## src/rtl/acq_trigger_ctrl.sv

```systemverilog
// acq_trigger_ctrl: acquisition sequencer between the ADC stream and the frame buffer.
// Arms, triggers on a rising crossing (or timeout), writes one decimated frame, holds it.
module acq_trigger_ctrl #(
   parameter int ADC_W  = 12,
   parameter int ADDR_W = 10,
   parameter int TO_SH  = 8
) (
   input  logic              clk,
   input  logic              rst,
   input  logic [ADC_W-1:0]  adc_data,
   input  logic              adc_valid,
   input  logic [ADC_W-1:0]  trigger,
   input  logic [11:0]       count_adc,
   input  logic [11:0]       trig_clk,
   input  logic              run,
   input  logic              single,
   input  logic              frame_ack,
   output logic              wr_en,
   output logic [ADDR_W-1:0] wr_addr,
   output logic [ADC_W-1:0]  wr_data,
   output logic              frame_ready,
   output logic              busy,
   output logic              auto_trig
);

   localparam int TO_W = 20;

   typedef enum logic [1:0] {
      S_IDLE,
      S_WAIT,
      S_CAP,
      S_DONE
   } state_t;

   state_t              state_q, state_d;
   logic [ADC_W-1:0]    prev_q, prev_d;
   logic                prev_ok_q, prev_ok_d;
   logic [TO_W-1:0]     to_cnt_q, to_cnt_d;
   logic                one_shot_q, one_shot_d;
   logic [11:0]         dec_q, dec_d;
   logic [11:0]         dec_cnt_q, dec_cnt_d;
   logic [ADDR_W-1:0]   addr_q, addr_d;
   logic                wr_en_q, wr_en_d;
   logic [ADDR_W-1:0]   wr_addr_q, wr_addr_d;
   logic [ADC_W-1:0]    wr_data_q, wr_data_d;
   logic                frame_ready_q, frame_ready_d;
   logic                busy_q, busy_d;
   logic                auto_trig_q, auto_trig_d;

   logic [TO_W-1:0]     to_inc;
   logic [TO_W-1:0]     to_lim;
   logic [ADDR_W-1:0]   addr_inc;
   logic                crossed;
   logic                timed_out;
   logic                arm;

   // Trigger qualification: live level against held previous sample, saturating timeout
   always_comb begin
      to_inc    = (to_cnt_q == '1) ? to_cnt_q : to_cnt_q + TO_W'(1);
      to_lim    = TO_W'(trig_clk) << TO_SH;
      crossed   = prev_ok_q & (prev_q < trigger) & (adc_data >= trigger);
      timed_out = (trig_clk != 12'd0) & (to_inc >= to_lim);
      addr_inc  = addr_q + ADDR_W'(1);
   end

   // Sequencer next state and registered-output values
   always_comb begin
      state_d       = state_q;
      prev_d        = prev_q;
      prev_ok_d     = prev_ok_q;
      to_cnt_d      = to_cnt_q;
      one_shot_d    = one_shot_q;
      dec_d         = dec_q;
      dec_cnt_d     = dec_cnt_q;
      addr_d        = addr_q;
      wr_en_d       = 1'b0;
      wr_addr_d     = wr_addr_q;
      wr_data_d     = wr_data_q;
      frame_ready_d = frame_ready_q;
      auto_trig_d   = auto_trig_q;
      arm           = 1'b0;

      unique case (state_q)
         S_IDLE: begin
            if (run | single) arm = 1'b1;
         end
         S_WAIT: begin
            if (adc_valid) begin
               prev_d    = adc_data;
               prev_ok_d = 1'b1;
               to_cnt_d  = to_inc;
               if (crossed | timed_out) begin
                  state_d     = S_CAP;
                  auto_trig_d = ~crossed;
                  wr_en_d     = 1'b1;
                  wr_addr_d   = '0;
                  wr_data_d   = adc_data;
                  addr_d      = '0;
                  dec_d       = (count_adc == 12'd0) ? 12'd1 : count_adc;
                  dec_cnt_d   = '0;
               end
            end
         end
         S_CAP: begin
            if (adc_valid) begin
               if (dec_cnt_q == dec_q - 12'd1) begin
                  dec_cnt_d = '0;
                  addr_d    = addr_inc;
                  wr_en_d   = 1'b1;
                  wr_addr_d = addr_inc;
                  wr_data_d = adc_data;
                  if (addr_inc == '1) begin
                     state_d       = S_DONE;
                     frame_ready_d = 1'b1;
                  end
               end else begin
                  dec_cnt_d = dec_cnt_q + 12'd1;
               end
            end
         end
         S_DONE: begin
            if (frame_ack & frame_ready_q) begin
               frame_ready_d = 1'b0;
               if (run & ~one_shot_q) arm = 1'b1;
               else state_d = S_IDLE;
            end
         end
         default: state_d = S_IDLE;
      endcase

      if (arm) begin
         state_d     = S_WAIT;
         prev_ok_d   = 1'b0;
         to_cnt_d    = '0;
         auto_trig_d = 1'b0;
         one_shot_d  = single & ~run;
      end

      busy_d = (state_d == S_WAIT) | (state_d == S_CAP);
   end

   // State and output registers; reset discards any partial frame
   always_ff @(posedge clk or negedge rst) begin
      if (!rst) begin
         state_q       <= S_IDLE;
         prev_q        <= '0;
         prev_ok_q     <= 1'b0;
         to_cnt_q      <= '0;
         one_shot_q    <= 1'b0;
         dec_q         <= '0;
         dec_cnt_q     <= '0;
         addr_q        <= '0;
         wr_en_q       <= 1'b0;
         wr_addr_q     <= '0;
         wr_data_q     <= '0;
         frame_ready_q <= 1'b0;
         busy_q        <= 1'b0;
         auto_trig_q   <= 1'b0;
      end else begin
         state_q       <= state_d;
         prev_q        <= prev_d;
         prev_ok_q     <= prev_ok_d;
         to_cnt_q      <= to_cnt_d;
         one_shot_q    <= one_shot_d;
         dec_q         <= dec_d;
         dec_cnt_q     <= dec_cnt_d;
         addr_q        <= addr_d;
         wr_en_q       <= wr_en_d;
         wr_addr_q     <= wr_addr_d;
         wr_data_q     <= wr_data_d;
         frame_ready_q <= frame_ready_d;
         busy_q        <= busy_d;
         auto_trig_q   <= auto_trig_d;
      end
   end

   assign wr_en       = wr_en_q;
   assign wr_addr     = wr_addr_q;
   assign wr_data     = wr_data_q;
   assign frame_ready = frame_ready_q;
   assign busy        = busy_q;
   assign auto_trig   = auto_trig_q;

endmodule

```

## config.mk

```make
export PLATFORM = sky130hd
export DESIGN_NAME = acq_trigger_ctrl
export DESIGN_NICKNAME = d
export VERILOG_FILES = /design/src/rtl/acq_trigger_ctrl.sv
export SDC_FILE = /design/constraint.sdc
export NUM_CORES = 1
export LEC_CHECK = 0
export CAP_MARGIN = 5
export CORE_UTILIZATION = 35
export DETAILED_ROUTE_END_ITERATION = 8
export HOLD_SLACK_MARGIN = 0.08
export PLACE_DENSITY_LB_ADDON = 0.15
export SLEW_MARGIN = 20
export SYNTH_ARGS = -nofsm -noshare
export SYNTH_HDL_FRONTEND = slang
export SYNTH_SLANG_ARGS = --single-unit
```

## constraint.sdc

```tcl
create_clock -name clk -period 4.75 [get_ports clk]
set_input_delay 0.475 -clock clk [delete_from_list [all_inputs] [get_ports clk]]
set_output_delay 0.475 -clock clk [all_outputs]
set_load 0.02 [all_outputs]
```

# Word level (Yosys, flattened, before mapping)
# Cells that the tools add are included.
# Widths: inputs -> output; s select.
# word_totals
latch_bits	0
wordCells	111
out_inout_bits	26
ram_bits	0
mem_bits_ro	0
register_bits	86
mem_count	0
input_bits	54
# op_classes
magnitude_cmp	3
n_addsub	4
n_eq_ne	14
reduce_logical	15
n_shift	0
bitwise	12
n_mul	0
div_mod_pow	0
n_mux	50
# ops
op	count
$mux 12	9
$mux 20	4
$pmux 12 s2	2
$mux 10	4
$add 20x1->20 const B	1
$eq 20x20->1 const B	1
$ge 20x20->1	1
$pmux 10 s2	1
$mux 1	18
$mux 2	8
$add 12x1->12 const B	1
$eq 12x12->1	1
$ge 12x12->1	1
$logic_not 12->1	1
$lt 12x12->1	1
$ne 2x2->1 const B	6
$reduce_bool 12->1	1
$sub 12x1->12 const B	1
$add 10x1->10 const B	1
$eq 10x10->1 const B	1
$reduce_and 5->1	2
$reduce_bool 2->1	5
$and 1x1->1	6
$eq 2x2->1 const B	3
other kinds (9)	18

# Depth between registers and ports, before layout
# Gate-level depths: netlist of the first run.
# logic_depth
ltp_word	11
depth_mapped	18
ltp_nobuf	17

# Worst setup path after synthesis of the first run
# OpenSTA, ideal clock, no wires.
# synth_timing
kind	register -> register
start	register to_cnt_q[0]
end	register wr_data_q[10] (netlist: wr_data[10])
slack_ns	0.704
synth_period_minus_slack_ns	4.046
stages_incl_launch_ff	18
arrival_time_ns	3.918
cell_sequence	dfrtp_1 > ha_1 > nand4_1 > nor4_1 > nand3_1 > nand3_1 > nor3_1 > xor2_1 > ha_1 > nand4_1 > nor4_1 > and4_1 > nand3_1 > o21ai_0 > o21ai_0 > a21oi_2 > buf_6 > mux2_1
# synth_between
elab_chain_len	7
word_cells_on_any_way	8
# synth_rtl
element	line	rtl
start: declaration	38	logic [TO_W-1:0] to_cnt_q, to_cnt_d;
start signal: assignment	163	to_cnt_q <= to_cnt_d;
$add 20x1->20 or $eq 20x20->1 (tied branches)	59	to_inc = (to_cnt_q == '1) ? to_cnt_q : to_cnt_q + TO_W'(1);
$mux 20 *	59	
$ge 20x20->1 *	62	timed_out = (trig_clk != 12'd0) & (to_inc >= to_lim);
$and 1x1->1 *	62	
$or 1x1->1 *	92	if (crossed | timed_out) begin
$ne 2x2->1 (no source line) *	-	
$reduce_and 5->1 (no source line) *	-	
end signal: assignment	170	wr_data_q <= wr_data_d;
end: declaration	45	logic [ADC_W-1:0] wr_data_q, wr_data_d;
# Every way passes the cells marked *; elsewhere a longest branch is shown, timed or not.
# A chain may end at the register's enable or synchronous reset.

# Final worst setup path of the first run
# layout_timing
start	register to_cnt_q[0]
end	register wr_data_q[8] (netlist: wr_data[8])
# The elaborated chain is that of the path after synthesis.

==> reports/qor.yml, run 1 <==
status: "complete, no violations"
grt_pass1_wl_um: 24080
wl_met3_um: 491
fillers: 1591
clk_latency_ps: 340
grtUsageTotal_pct: 18.02
vias_per_cell: 5.256
hold_class: "input pin to asynchronous set/reset pin"
dr_wl_met2_um: 6813
syn_avg_cell_area_um2: 8.760
min_period_ps: 4312
die_area_mm2: 0.01681
diodes: 0
cts_tree: "built"
boundaryPins: 80
synth_seq_cells: 86
maxCapViolCount: 0
worstSetupStartpointType: "register"
dp_hpwl_um: 10570
grt_pass1_vias: 5028
cts-resized-gates: 0
area.sequential_mm2: 0.002152
cts.clk_slew.worst_paths_ps: 60
finalInstanceArea_mm2: 0.007018
worst_slack_ps: 438.2
routabilityCongestion: 0.8630
drt_wl_total_um: 14120
dp_slack_ps: 337.7
power_density_mw_per_mm2: 241.0
worstMarginPinSlew_ps: 998.8
placementRows: 46
ant_nets: 0
drc: 0
drive_above_1_share_pct: 6.027
area_delta_synth_final_pct: 23.06
fin_crit_sh_pct: 90.78
reg2reg_slack_ps: 440
grt_overflow_total: 0
dp_cells: 930
setup_viol: 0
nets: 824
critical_path.max_fanout: 22
htree_levels: 3
postCtsSetupRepairBufs: 0
dr.pass1.iters: 4
worstSetupPathType: "register to register"
yosysUniqueCellTypes: 57
fin_cells: 946
rsz0062_at_grt: "no"
cts.hold.buffers_added: 0
rr_startpoint: "to_cnt_q[0]"
coreArea_mm2: 0.01589
top_layer_used: "met4"
hold_viol: 0
portBuffers: 79
holdWs_ps: 122.8
synthesis.area_mm2: 0.005703
skew_ps: 6.234
start_util_pct: 35.90
p_total_mw: 1.691
cp-startpoint: "to_cnt_q[0]"
antenna_found_initial: 0
fin_tns_setup_ps: 0
wl_per_cell_um: 14.93
slew_viol_final: 0
synth_fp_nets: 750
vias: 4972
max-vdd-ir-drop_mv: 0.1633
utilization_pct: 44.18
clock-sinks: 86
async_reset_ff_share_pct: 100.0
die_w_um: 129.7
wirelength_met1_um: 6605
ys.flop_type: "dfrtp_1"
r2r_cells: 19
cts_buffers: 9
cp_data_required_time_ps: 4980
netlist_instances: 651
grt_max_degree: 45
cp.arrival_ps: 4540
seq_area_frac_synth_pct: 37.74
clockBufferDepth: 2
p_leak_nw: 3.157
place_area_mm2: 0.006715
maxSlewHeadroom_pct: 33.42
multi_input_area_mm2: 0.003302
synth_edf_count: 0
drt_iter0_markers: 342
die_h_um: 129.7
max_freq_ghz: 0.2319
r2r_end: "wr_data[8]"
ys_warn_count: 0
critPathCaptureType: "register"
root_buffer: "clkbuf_16"
[synth_stat cells (4+ instances only)]
cell type / number / area [um^2]
or3_1: 9 / 56.30
nand2_1: 73 / 274.0
dfrtp_1: 86 / 2152
a211oi_1: 5 / 37.54
mux2_2: 13 / 146.4
mux2_1: 10 / 112.6
nor4_1: 10 / 62.56
xor2_1: 11 / 96.34
o21ai_0: 57 / 285.3
nor2_1: 45 / 168.9
clkbuf_1: 16 / 60.06
a21oi_1: 33 / 165.2
and3_1: 16 / 100.1
nand4_1: 18 / 112.6
ha_1: 45 / 563.0
a31oi_1: 11 / 68.82
nor2b_1: 8 / 50.05
nand2b_1: 10 / 62.56
nor3_1: 15 / 75.07
buf_2: 4 / 20.02
a21o_1: 7 / 52.55
nand3_1: 30 / 150.1
xnor2_1: 21 / 183.9
inv_1: 45 / 168.9
and2_1: 4 / 25.02
[critical path: stages, from the launching register on]
cell	delay [ps]
dfrtp_1	450
ha_2	260
nand4_1	170
nor4_1	320
buf_4	180
nand3_1	130
nand3_1	210
nor3_1	80
xor2_1	160
ha_1	320
nand4_1	140
nor4_2	280
and4_1	210
nand3_1	100
o21ai_0	200
buf_4	170
o21ai_0	110
a21oi_2	150
buf_8	220
mux2_1	350
[area by class of cell]
type                            count  area share [%]
Clock inverter                      4          0.6775
Multi-Input combinational cell    498           47.05
Tap cell                          216           3.851
Inverter                           45           2.407
Sequential cell                    86           30.66
Timing Repair Buffer               85           11.98
Clock buffer                       12           3.370
[registers in the layout, indices dropped and copies added, names as in the netlist]
signal / flops
frame_ready: 1
prev_ok_q: 1
to_cnt_q: 20
dec_cnt_q: 12
prev_q: 12
wr_data: 12
state_q: 2
wr_addr: 10
busy: 1
dec_q: 12
auto_trig: 1
one_shot_q: 1
wr_en: 1
[placed cells by master, fill, tap and decap left out, drive strengths merged, types with 12 or more instances in the layout]
cell type / n
nand2: 73
nor2: 45
and3: 16
mux2: 23
ha: 45
a21oi: 34
nand4: 18
dfrtp: 86
clkdlybuf4s50: 78
nand3: 30
inv: 45
o21ai: 57
nor3: 15
clkbuf: 12
xnor2: 21
nor4: 12
[worst max path at each step]
stage                     slack, ps  depth (start not counted)           to
after floorplan                 700                         17  wr_data[10]
after global placement          500                         19  wr_data[10]
after detailed placement        340                         19   wr_data[8]
after CTS                       310                         19   wr_data[8]
after global routing             20                         19  wr_data[11]
final                           440                         19   wr_data[8]
[kinds of logic after synthesis]
kind of cell | after synthesis | synth area share [%]
buffers and inverters | 67 | 4.629
AND/OR/NAND/NOR | 255 | 22.88
adder cells (fa/ha/maj) | 45 | 9.873
multiplexers | 24 | 4.717
AO/OA/AOI/OAI | 142 | 15.25
flip-flops | 86 | 37.74
XOR/XNOR | 32 | 4.914
[routing by layer]
metal  track usage, %  vias to the layer above
li1                 -                     2466
met1            22.70                     2406
met2            30.70                       85
met3            3.551                       15
met4            6.224                        0
met5                0                        -
[power breakdown]
part,leakage (nW),switching [mW],internal (mW),total (mW)
clock,0.137,0.287,0.406,0.693
combinational,1.89,0.0995,0.106,0.206
sequential,1.13,0.0343,0.758,0.792
(Power assumes the default switching activity.)
==> inputs of run 2 (changes only) <==
--- a/config.mk
+++ b/config.mk
@@ -5,6 +5,7 @@
 export SDC_FILE = /design/constraint.sdc
 export NUM_CORES = 1
 export LEC_CHECK = 0
+export ABC_AREA = 0
 export CAP_MARGIN = 5
 export CORE_UTILIZATION = 35
 export DETAILED_ROUTE_END_ITERATION = 8
==> constraint.sdc (replaced) <==
create_clock -name clk -period 4.75 [get_ports clk]
set_input_delay 0.475 -clock clk [delete_from_list [all_inputs] [get_ports clk]]
set_output_delay 0.475 -clock clk [all_outputs]
set_load 0.05 [all_outputs]
==> results of run 2 <==
Same layout as run 1 (identical final DEF). Status: complete, no violations.
Among the figures that moved: total power 1.691 mW -> 1.704 mW
